**src/rtl/alu_pkg.sv**
```systemverilog
// ---------------------------------------------------------------------------
// alu_pkg
// Shared ALU definitions imported by the ALU, the decoder control and the
// ALU arbiter.
//   XLEN_DEFAULT      : default operand/result width
//   alu_ctrl_e        : the ten legal 4-bit alu_ctrl encodings
//   is_legal_alu_ctrl : 1 when a raw 4-bit code is one of alu_ctrl_e
// ---------------------------------------------------------------------------
package alu_pkg;

   localparam int XLEN_DEFAULT = 32;

   typedef enum logic [3:0] {
      ALU_ADD  = 4'b0000,
      ALU_SLL  = 4'b0001,
      ALU_SLT  = 4'b0010,
      ALU_SLTU = 4'b0011,
      ALU_XOR  = 4'b0100,
      ALU_SRL  = 4'b0101,
      ALU_OR   = 4'b0110,
      ALU_AND  = 4'b0111,
      ALU_SUB  = 4'b1000,
      ALU_SRA  = 4'b1101
   } alu_ctrl_e;

   function automatic logic is_legal_alu_ctrl(input logic [3:0] code);
      logic legal;
      legal = 1'b0;
      case (code)
         ALU_ADD, ALU_SUB, ALU_SLL, ALU_SLT, ALU_SLTU,
         ALU_XOR, ALU_SRL, ALU_SRA, ALU_OR, ALU_AND: legal = 1'b1;
         default:                                    legal = 1'b0;
      endcase
      return legal;
   endfunction

endpackage

```
**src/rtl/alu_arbiter_if.sv**
```systemverilog
// ---------------------------------------------------------------------------
// alu_arbiter_if
// Request and response handshake bundle between the ALU requesters and the
// ALU arbiter.
//   req_valid/req_ready : per-requester valid/ready (ready at most one-hot)
//   req_op/req_a/req_b  : per-requester alu_ctrl code and operands
//   resp_valid/ready    : response handshake to the single consumer
//   resp_id/result/err  : requester index, captured result, illegal-op flag
// Modports: master = requester/consumer side, slave = arbiter side.
// ---------------------------------------------------------------------------
interface alu_arbiter_if
   import alu_pkg::*;
#(
   parameter int N_REQ = 2,
   parameter int XLEN  = XLEN_DEFAULT,
   parameter int ID_W  = (N_REQ > 1) ? $clog2(N_REQ) : 1
) ();

   logic [N_REQ-1:0]           req_valid;
   logic [N_REQ-1:0]           req_ready;
   logic [N_REQ-1:0][3:0]      req_op;
   logic [N_REQ-1:0][XLEN-1:0] req_a;
   logic [N_REQ-1:0][XLEN-1:0] req_b;

   logic                       resp_valid;
   logic                       resp_ready;
   logic [ID_W-1:0]            resp_id;
   logic [XLEN-1:0]            resp_result;
   logic                       resp_err;

   modport master (
      output req_valid, req_op, req_a, req_b, resp_ready,
      input  req_ready, resp_valid, resp_id, resp_result, resp_err
   );

   modport slave (
      input  req_valid, req_op, req_a, req_b, resp_ready,
      output req_ready, resp_valid, resp_id, resp_result, resp_err
   );

endinterface

```
**src/rtl/rr_arbiter.sv**
```systemverilog
// ---------------------------------------------------------------------------
// rr_arbiter
// Combinational round-robin arbiter. The search starts at ptr_i and wraps
// modulo N_REQ; the first requesting index found wins.
//   req_i   : request vector
//   ptr_i   : highest-priority index this cycle (must be < N_REQ)
//   en_i    : grant enable; when low grant_o is all-zero
//   grant_o : one-hot grant (gated by en_i)
//   idx_o   : winning index (valid when any_o=1, independent of en_i)
//   any_o   : at least one request present
// ---------------------------------------------------------------------------
module rr_arbiter #(
   parameter int N_REQ = 2,
   parameter int IDX_W = (N_REQ > 1) ? $clog2(N_REQ) : 1
) (
   input  logic [N_REQ-1:0] req_i,
   input  logic [IDX_W-1:0] ptr_i,
   input  logic             en_i,
   output logic [N_REQ-1:0] grant_o,
   output logic [IDX_W-1:0] idx_o,
   output logic             any_o
);

   int unsigned cand;

   always_comb begin
      idx_o = '0;
      any_o = 1'b0;
      cand  = 0;
      for (int unsigned off = 0; off < N_REQ; off++) begin
         // ptr_i < N_REQ, so one conditional subtract implements the wrap
         cand = 32'(ptr_i) + off;
         if (cand >= 32'(N_REQ)) begin
            cand = cand - 32'(N_REQ);
         end
         if (!any_o && req_i[IDX_W'(cand)]) begin
            any_o = 1'b1;
            idx_o = IDX_W'(cand);
         end
      end
   end

   always_comb begin
      grant_o = '0;
      if (any_o && en_i) begin
         grant_o[idx_o] = 1'b1;
      end
   end

endmodule

```
**src/rtl/alu_arbiter.sv**
```systemverilog
// ---------------------------------------------------------------------------
// alu_arbiter
// Shares one external combinational ALU between N_REQ requesters. A
// round-robin pick is registered into an issue stage that drives the ALU;
// the ALU result is captured into a response register tagged with the
// requester index. Illegal op codes return result 0 with resp_err=1.
//   clk, rst_n         : clock, asynchronous active-low reset
//   bus (slave)        : request/response handshakes (alu_arbiter_if)
//   alu_ctrl_o/a_o/b_o : issue-stage op and operands to the ALU (0 when idle)
//   alu_result_i       : combinational ALU result
// ---------------------------------------------------------------------------
module alu_arbiter
   import alu_pkg::*;
#(
   parameter int N_REQ = 2,
   parameter int XLEN  = XLEN_DEFAULT,
   parameter int ID_W  = (N_REQ > 1) ? $clog2(N_REQ) : 1
) (
   input  logic            clk,
   input  logic            rst_n,
   alu_arbiter_if.slave    bus,
   output logic [3:0]      alu_ctrl_o,
   output logic [XLEN-1:0] alu_a_o,
   output logic [XLEN-1:0] alu_b_o,
   input  logic [XLEN-1:0] alu_result_i
);

   // issue stage
   logic            iss_v_q,  iss_v_d;
   logic [ID_W-1:0] iss_id_q, iss_id_d;
   logic [3:0]      iss_op_q, iss_op_d;
   logic [XLEN-1:0] iss_a_q,  iss_a_d;
   logic [XLEN-1:0] iss_b_q,  iss_b_d;

   // response stage
   logic            resp_valid_q,  resp_valid_d;
   logic [ID_W-1:0] resp_id_q,     resp_id_d;
   logic [XLEN-1:0] resp_result_q, resp_result_d;
   logic            resp_err_q,    resp_err_d;

   logic [ID_W-1:0] rr_ptr_q, rr_ptr_d;

   logic             resp_adv;
   logic             can_accept;
   logic             accept;
   logic             op_legal;
   logic [N_REQ-1:0] grant;
   logic [ID_W-1:0]  gnt_idx;
   logic             gnt_any;

   assign resp_adv   = iss_v_q & (~resp_valid_q | bus.resp_ready);
   assign can_accept = ~iss_v_q | resp_adv;
   assign accept     = can_accept & gnt_any;
   assign op_legal   = is_legal_alu_ctrl(iss_op_q);

   rr_arbiter #(
      .N_REQ (N_REQ),
      .IDX_W (ID_W)
   ) u_rr_arbiter (
      .req_i   (bus.req_valid),
      .ptr_i   (rr_ptr_q),
      .en_i    (can_accept),
      .grant_o (grant),
      .idx_o   (gnt_idx),
      .any_o   (gnt_any)
   );

   assign bus.req_ready = grant;

   always_comb begin
      iss_v_d  = iss_v_q;
      iss_id_d = iss_id_q;
      iss_op_d = iss_op_q;
      iss_a_d  = iss_a_q;
      iss_b_d  = iss_b_q;
      rr_ptr_d = rr_ptr_q;
      if (accept) begin
         iss_v_d  = 1'b1;
         iss_id_d = gnt_idx;
         iss_op_d = bus.req_op[gnt_idx];
         iss_a_d  = bus.req_a[gnt_idx];
         iss_b_d  = bus.req_b[gnt_idx];
         rr_ptr_d = (gnt_idx == ID_W'(N_REQ - 1)) ? '0 : gnt_idx + 1'b1;
      end else if (resp_adv) begin
         iss_v_d  = 1'b0;
      end
   end

   always_comb begin
      resp_valid_d  = resp_valid_q;
      resp_id_d     = resp_id_q;
      resp_result_d = resp_result_q;
      resp_err_d    = resp_err_q;
      if (resp_adv) begin
         resp_valid_d  = 1'b1;
         resp_id_d     = iss_id_q;
         resp_result_d = op_legal ? alu_result_i : '0;
         resp_err_d    = ~op_legal;
      end else if (bus.resp_ready) begin
         resp_valid_d  = 1'b0;
      end
   end

   always_ff @(posedge clk or negedge rst_n) begin
      if (!rst_n) begin
         iss_v_q       <= 1'b0;
         iss_id_q      <= '0;
         iss_op_q      <= '0;
         iss_a_q       <= '0;
         iss_b_q       <= '0;
         rr_ptr_q      <= '0;
         resp_valid_q  <= 1'b0;
         resp_id_q     <= '0;
         resp_result_q <= '0;
         resp_err_q    <= 1'b0;
      end else begin
         iss_v_q       <= iss_v_d;
         iss_id_q      <= iss_id_d;
         iss_op_q      <= iss_op_d;
         iss_a_q       <= iss_a_d;
         iss_b_q       <= iss_b_d;
         rr_ptr_q      <= rr_ptr_d;
         resp_valid_q  <= resp_valid_d;
         resp_id_q     <= resp_id_d;
         resp_result_q <= resp_result_d;
         resp_err_q    <= resp_err_d;
      end
   end

   // idle issue stage presents ADD 0+0 so the ALU inputs stay quiet
   assign alu_ctrl_o = iss_v_q ? iss_op_q : '0;
   assign alu_a_o    = iss_v_q ? iss_a_q  : '0;
   assign alu_b_o    = iss_v_q ? iss_b_q  : '0;

   assign bus.resp_valid  = resp_valid_q;
   assign bus.resp_id     = resp_id_q;
   assign bus.resp_result = resp_result_q;
   assign bus.resp_err    = resp_err_q;

endmodule

```
**src/flat_wrapper.sv**
```systemverilog
// flat-port wrapper written by rule: the top's interface ports become plain ports
module alu_arbiter_flat import alu_pkg::*;
#(
   parameter int N_REQ = 2,
   parameter int XLEN  = XLEN_DEFAULT,
   parameter int ID_W  = (N_REQ > 1) ? $clog2(N_REQ) : 1
)
  (clk, rst_n, alu_ctrl_o, alu_a_o, alu_b_o, alu_result_i, bus_req_valid, bus_req_op, bus_req_a, bus_req_b, bus_resp_ready, bus_req_ready, bus_resp_valid, bus_resp_id, bus_resp_result, bus_resp_err);
  alu_arbiter_if #(.N_REQ(N_REQ), .XLEN(XLEN), .ID_W(ID_W)) bus_i ();
  input  logic clk;
  input  logic rst_n;
  output logic [3:0] alu_ctrl_o;
  output logic [XLEN-1:0] alu_a_o;
  output logic [XLEN-1:0] alu_b_o;
  input  logic [XLEN-1:0] alu_result_i;
  input wire logic [$bits(bus_i.req_valid)-1:0] bus_req_valid;
  input wire logic [$bits(bus_i.req_op)-1:0] bus_req_op;
  input wire logic [$bits(bus_i.req_a)-1:0] bus_req_a;
  input wire logic [$bits(bus_i.req_b)-1:0] bus_req_b;
  input wire logic [$bits(bus_i.resp_ready)-1:0] bus_resp_ready;
  output wire logic [$bits(bus_i.req_ready)-1:0] bus_req_ready;
  output wire logic [$bits(bus_i.resp_valid)-1:0] bus_resp_valid;
  output wire logic [$bits(bus_i.resp_id)-1:0] bus_resp_id;
  output wire logic [$bits(bus_i.resp_result)-1:0] bus_resp_result;
  output wire logic [$bits(bus_i.resp_err)-1:0] bus_resp_err;
  assign bus_i.req_valid = bus_req_valid;
  assign bus_i.req_op = bus_req_op;
  assign bus_i.req_a = bus_req_a;
  assign bus_i.req_b = bus_req_b;
  assign bus_i.resp_ready = bus_resp_ready;
  assign bus_req_ready = bus_i.req_ready;
  assign bus_resp_valid = bus_i.resp_valid;
  assign bus_resp_id = bus_i.resp_id;
  assign bus_resp_result = bus_i.resp_result;
  assign bus_resp_err = bus_i.resp_err;
  alu_arbiter #(.N_REQ(N_REQ), .XLEN(XLEN), .ID_W(ID_W)) u_core (.clk(clk), .rst_n(rst_n), .bus(bus_i), .alu_ctrl_o(alu_ctrl_o), .alu_a_o(alu_a_o), .alu_b_o(alu_b_o), .alu_result_i(alu_result_i));
endmodule
```
**config.mk**
```make
export PLATFORM = sky130hd
export DESIGN_NAME = alu_arbiter_flat
export DESIGN_NICKNAME = d
export VERILOG_FILES = /design/src/rtl/alu_pkg.sv /design/src/rtl/alu_arbiter_if.sv /design/src/rtl/rr_arbiter.sv /design/src/rtl/alu_arbiter.sv /design/src/flat_wrapper.sv
export SDC_FILE = /design/constraint.sdc
export NUM_CORES = 1
export LEC_CHECK = 0
export BUFFER_PORTS_ARGS = -buffer_cell sky130_fd_sc_hd__buf_2
export CORE_AREA = 2 2 109 111
export CTS_CLUSTER_SIZE = 25
export DETAILED_ROUTE_END_ITERATION = 8
export DIE_AREA = 0 0 111 113
export MAX_ROUTING_LAYER = met4
export PLACE_DENSITY_LB_ADDON = 0.08
export SYNTH_ARGS = -nofsm -noshare
export SYNTH_HDL_FRONTEND = slang
export SYNTH_SLANG_ARGS = --single-unit
```
**constraint.sdc**
```tcl
create_clock -name clk -period 4.9 [get_ports clk]
set_clock_uncertainty 0.2 [all_clocks]
set_input_delay 0.735 -clock clk [delete_from_list [all_inputs] [get_ports clk]]
set_output_delay 0.735 -clock clk [all_outputs]
set_load 0.02 [all_outputs]
```
Word level (Yosys, flattened, before mapping) --
Memories as Yosys holds them, arrays and structs flattened. Cells that the tools add are included.
Cells by class: $add $sub $neg 4, magnitude comparators 6, multiplexer cells 28, bitwise operators 7, reductions and logical operators 6
Operators by type and width (count):
- $mux W32 | 7
- $mux W1 | 16
- $mux W4 | 3
- $lt A1 B2 Y1 const B | 3
- $reduce_bool A2 Y1 | 2
- $logic_and A1 B1 Y1 | 3
- $not A1 Y1 | 3
- $add A1 B1 Y2 const B | 1
- $and A1 B1 Y1 | 2
- $ge A1 B2 Y1 const B | 1
- $ge A2 B2 Y1 const B | 1
- $mux W2 | 1
- $or A1 B1 Y1 | 2
- $sub A1 B1 Y1 const B | 2
- $add A1 B1 Y1 const B | 1
- $demux W1 S1 | 1
- $ge A1 B1 Y1 const B | 1
- $logic_not A1 Y1 | 1
Storage, ports and cells: register bits 106, bits in read-only memories 16, logic and storage cells 62, memories kept 1
Memory list:
- (no name shown) | depth 16, bits a word 1, read ports 1, clocked after memory_dff 0, wr ports 0, RTL line alu_pkg.sv:29 | case (code)

Logic depth before layout (Yosys ltp) --
depth after elaboration 13, mapped depth 7

Modules after synthesis --
Synthesis repeated with hierarchy kept, for this count alone.
Unflattened totals: cell total of the unflattened synthesis 520, area, all modules 5350.1 sq um
By module, submodules not included:
- alu_arbiter | times used 1, cells each 514, area an instance 5316.3 sq um
- rr_arbiter | times used 1, cells each 6, area an instance 33.8 sq um

Worst setup path before layout --
Ideal clock, no wire load.
kind input to output, start in bus_resp_ready, end out bus_req_ready[1], arrival time 1.801 ns, required time 3.965 ns, path slack 2.164 ns, stages 4, path buffers 2, path through and3b_1 clkbuf_1 buf_2 nor3b_1
On the way: longest elaborated chain between the ends 5
RTL lines:
- from (decl) | RTL line flat_wrapper.sv:20 | input wire logic [$bits(bus_i.resp_ready)-1:0] bus_resp_ready;
- $or A1 B1 Y1 | RTL line alu_arbiter.sv:51 | assign resp_adv = iss_v_q & (~resp_valid_q | bus.resp_ready);
- $and A1 B1 Y1 | RTL line alu_arbiter.sv:51
- $or A1 B1 Y1 | RTL line alu_arbiter.sv:52 | assign can_accept = ~iss_v_q | resp_adv;
- $logic_and A1 B1 Y1 | RTL line rr_arbiter.sv:45 | if (any_o && en_i) begin
- $mux W2 | RTL line rr_arbiter.sv:45
- to (decl) | RTL line flat_wrapper.sv:21 | output wire logic [$bits(bus_i.req_ready)-1:0] bus_req_ready;
No other way between the ends.

Worst setup path in the final report --
start reg u_core.iss_v_q, end reg u_core.resp_id_q (netlist: u_core.bus.resp_id)
On the way: longest elaborated chain between the ends 1
RTL lines:
- from (decl) | RTL line alu_arbiter.sv:29 | logic iss_v_q, iss_v_d;
- from (signal assigned) | RTL line alu_arbiter.sv:117 | iss_v_q <= iss_v_d;
- $and A1 B1 Y1 | RTL line alu_arbiter.sv:51
- to (signal assigned) | RTL line alu_arbiter.sv:124 | resp_id_q <= resp_id_d;
- to (decl) | RTL line alu_arbiter.sv:37 | logic [ID_W-1:0] resp_id_q, resp_id_d;
No other way between the ends. A chain may end at the register's enable or synchronous reset.

==> metrics.yaml <==
route:
  finalWirelength_microns: 16700
  vias: 5246
  drtAntennaViolNets: 0
  drt_first_pass_iters: 8
  drtIter0Drc: 539
  remaining_drc_errors: 0
  vias_per_cell: 5.79
  routedWlPerCell_microns: 18.4
worst_setup_path:
  path_delay_family: "flip-flops"
  path_buf_inv: 1
  end_kind: "flop"
  timing.rr.start: "u_core.iss_v_q$_DFFE_PN0P_"
  critical_path_arrival_ps: 3130
  cpMaxStageDelayCell: "dfrtp_2"
  crit_type: "flop to flop"
  worstPathCellList: "buf_4, nand2_1, mux2_2"
  startpoint: "u_core.iss_v_q$_DFFE_PN0P_"
  path_max_fanout: 58
  cp-start-kind: "flop"
  max_stage_delay_ps: 820
  worst-endpoint-required_ps: 4920
clocking:
  clk_path_buf_depth: 2
  cts_buffers: 9
  clk_latency_ps: 340
  cts_sinks: 106
  cts-resized-gates: 0
  post_cts_buffers: 0
  cts.reportedPaths.clkPinSlew_ps: 70
  cts-root-buf: "clkbuf_16"
  cts_htree_levels: 3
  cts_hold_buffers: 0
  cts_tree: "built"
run_status:
  outcome: "finished clean"
sta:
  fmax_mhz: 322
  tightest_slew_ps: 1250
  fin_setup_tns_ps: 0
  slew-limit-headroom_pct: 16.2
  setup_viol: 0
  hold_viol_final: 0
  layout_setup_ws_ps: 1800
  timing.final.crit_share_pct: 63.4
  hold_slack_ps: 285
  min_period_ps: 3100
  rsz0062_at_grt: "no"
  maxSlewViolCount: 0
power:
  power_density_nw_per_um2: 395
  leakage_nw: 3.46
  ir_drop_mv: 0.189
global_route:
  grt_usage_pct: 26.1
  grt_max_degree: 73
  gr-total-overflow: 0
  antenna_found_initial: 2
  grt_pass1_vias: 5137
  grt_pass1_wl_microns: 25600
floorplan:
  die_w_microns: 111
  core.rowCount: 39
  core_area_sq_um: 11300
  fp.dieH_microns: 113
  die_area_sq_um: 12500
  start_util_pct: 45.9
  num_io_pins: 278
logic_synthesis:
  syn_inst: 520
  yosysTopAreaCell: "dfrtp_1"
  synth-seq-area-share_pct: 51.3
  syn-num-nets: 693
  yosysTopAreaCellShare_pct: 51.3
  syn_avg_cell_area_sq_um: 9.94
  synth.distinct_cells: 25
  ys_warn_count: 0
  ys_seq_elements: 106
  synth_area_sq_um: 5170
  synthTopCellsByArea: "dfrtp_1 51%, a221o_1 13%, and2_1 8.2%"
place:
  hpwl_microns: 11100
  port_buffers: 277
  placed_cell_area_sq_um: 6570
  post-place-ws_ps: 1810
  routabilityCongestion: 0.859
cells_and_area:
  drive_above_1_share_pct: 40.3
  final_cell_mix: "276 x buf_2, 105 x dfrtp_1, 70 x nand2_1"
  nets: 929
  design_area_sq_um: 6850
  final_util_pct: 60.8
  syn2layout_area_growth_pct: 32.5
  final_common_cell: "buf_2"
run:
  max-cap-violations: 0
worst_hold_path:
  min-delay-start: "u_core.bus.resp_result[2]$_DFFE_PN0P_"
  holdCritPathClass: "flop to flop"
==> logic make-up (layout without fill, tap and decap cells) <==
group	after synthesis	count (layout)	share of synthesized area [%]
other cells	0	2	0
compound gates	105	105	19.2
flops	106	106	51.3
buf+inv	60	301	4.82
mux	2	2	0.436
simple gates	246	246	24.1
xor+xnor	1	1	0.169
==> registers in the layout, indices dropped and copies added (netlist names), 4 cells and up <==
name	flops
u_core.iss_a_q	32
u_core.iss_b_q	32
u_core.iss_op_q	4
u_core.bus.resp_result	32
==> report_power, final <==
group / internal, mW / switching, mW
Sequential: 1.04 / 0.104
Clock: 0.356 / 0.312
Combinational: 0.358 / 0.533
==> per-stage QoR <==
| stage | instances | power, mW |
|---|---|---|
| 2_1_floorplan | 520 | 1.71 |
| 3_3_place_gp | 888 | 2.04 |
| 3_5_place_dp | 888 | 2.05 |
| 4_1_cts | 904 | 2.73 |
| 5_1_grt | 906 | 2.84 |
| 6_report | 906 | 2.71 |
==> per-layer routing <==
layer  routed length, microns  GRT usage (%)
met5                        0              -
met3                     1140           3.59
met4                      523           11.6
met2                     8120           43.0
met1                     6890           32.4
==> cell usage after synthesis <==
cell and count:
nand3b_1 1, and2_1 68, nand3_1 32, nor3b_1 1, xor2_1 1, nand2b_1 2, o21ai_1 1, buf_1 3
nor2b_1 1, and3_1 1, o21a_1 1, and3b_1 1, clkbuf_1 48, dfrtp_1 106, o2bb2ai_1 32, mux2_2 2
buf_2 7, nor3_1 68, or3_1 1, a221o_1 68, buf_6 2, nand2_1 70, a21o_1 1, a31oi_1 1
a21oi_1 1
==> area by class of cell <==
class	count	area, sq um
Antenna cell	2	5.00
Timing Repair Buffer	285	1450
Sequential cell	106	2650
Multi-Input combinational cell	354	2290
Fill cell	999	4420
Clock inverter	5	30.0
Clock buffer	11	243
Tap cell	143	179
==> final timing paths <==
kind,cells past startpoint,end,slack (ps)
min reg2reg,1,u_core.bus.resp_result[2]$_DFFE_PN0P_,280
min in group asynchronous,1,u_core.bus.resp_result[8]$_DFFE_PN0P_,300
max in group asynchronous,2,u_core.iss_v_q$_DFFE_PN0P_,3070
max reg2reg,3,u_core.bus.resp_id$_DFFE_PN0P_,1800
max,3,u_core.bus.resp_id$_DFFE_PN0P_,1800
min,1,u_core.bus.resp_result[2]$_DFFE_PN0P_,280
Power figures use the tool's default switching activity.
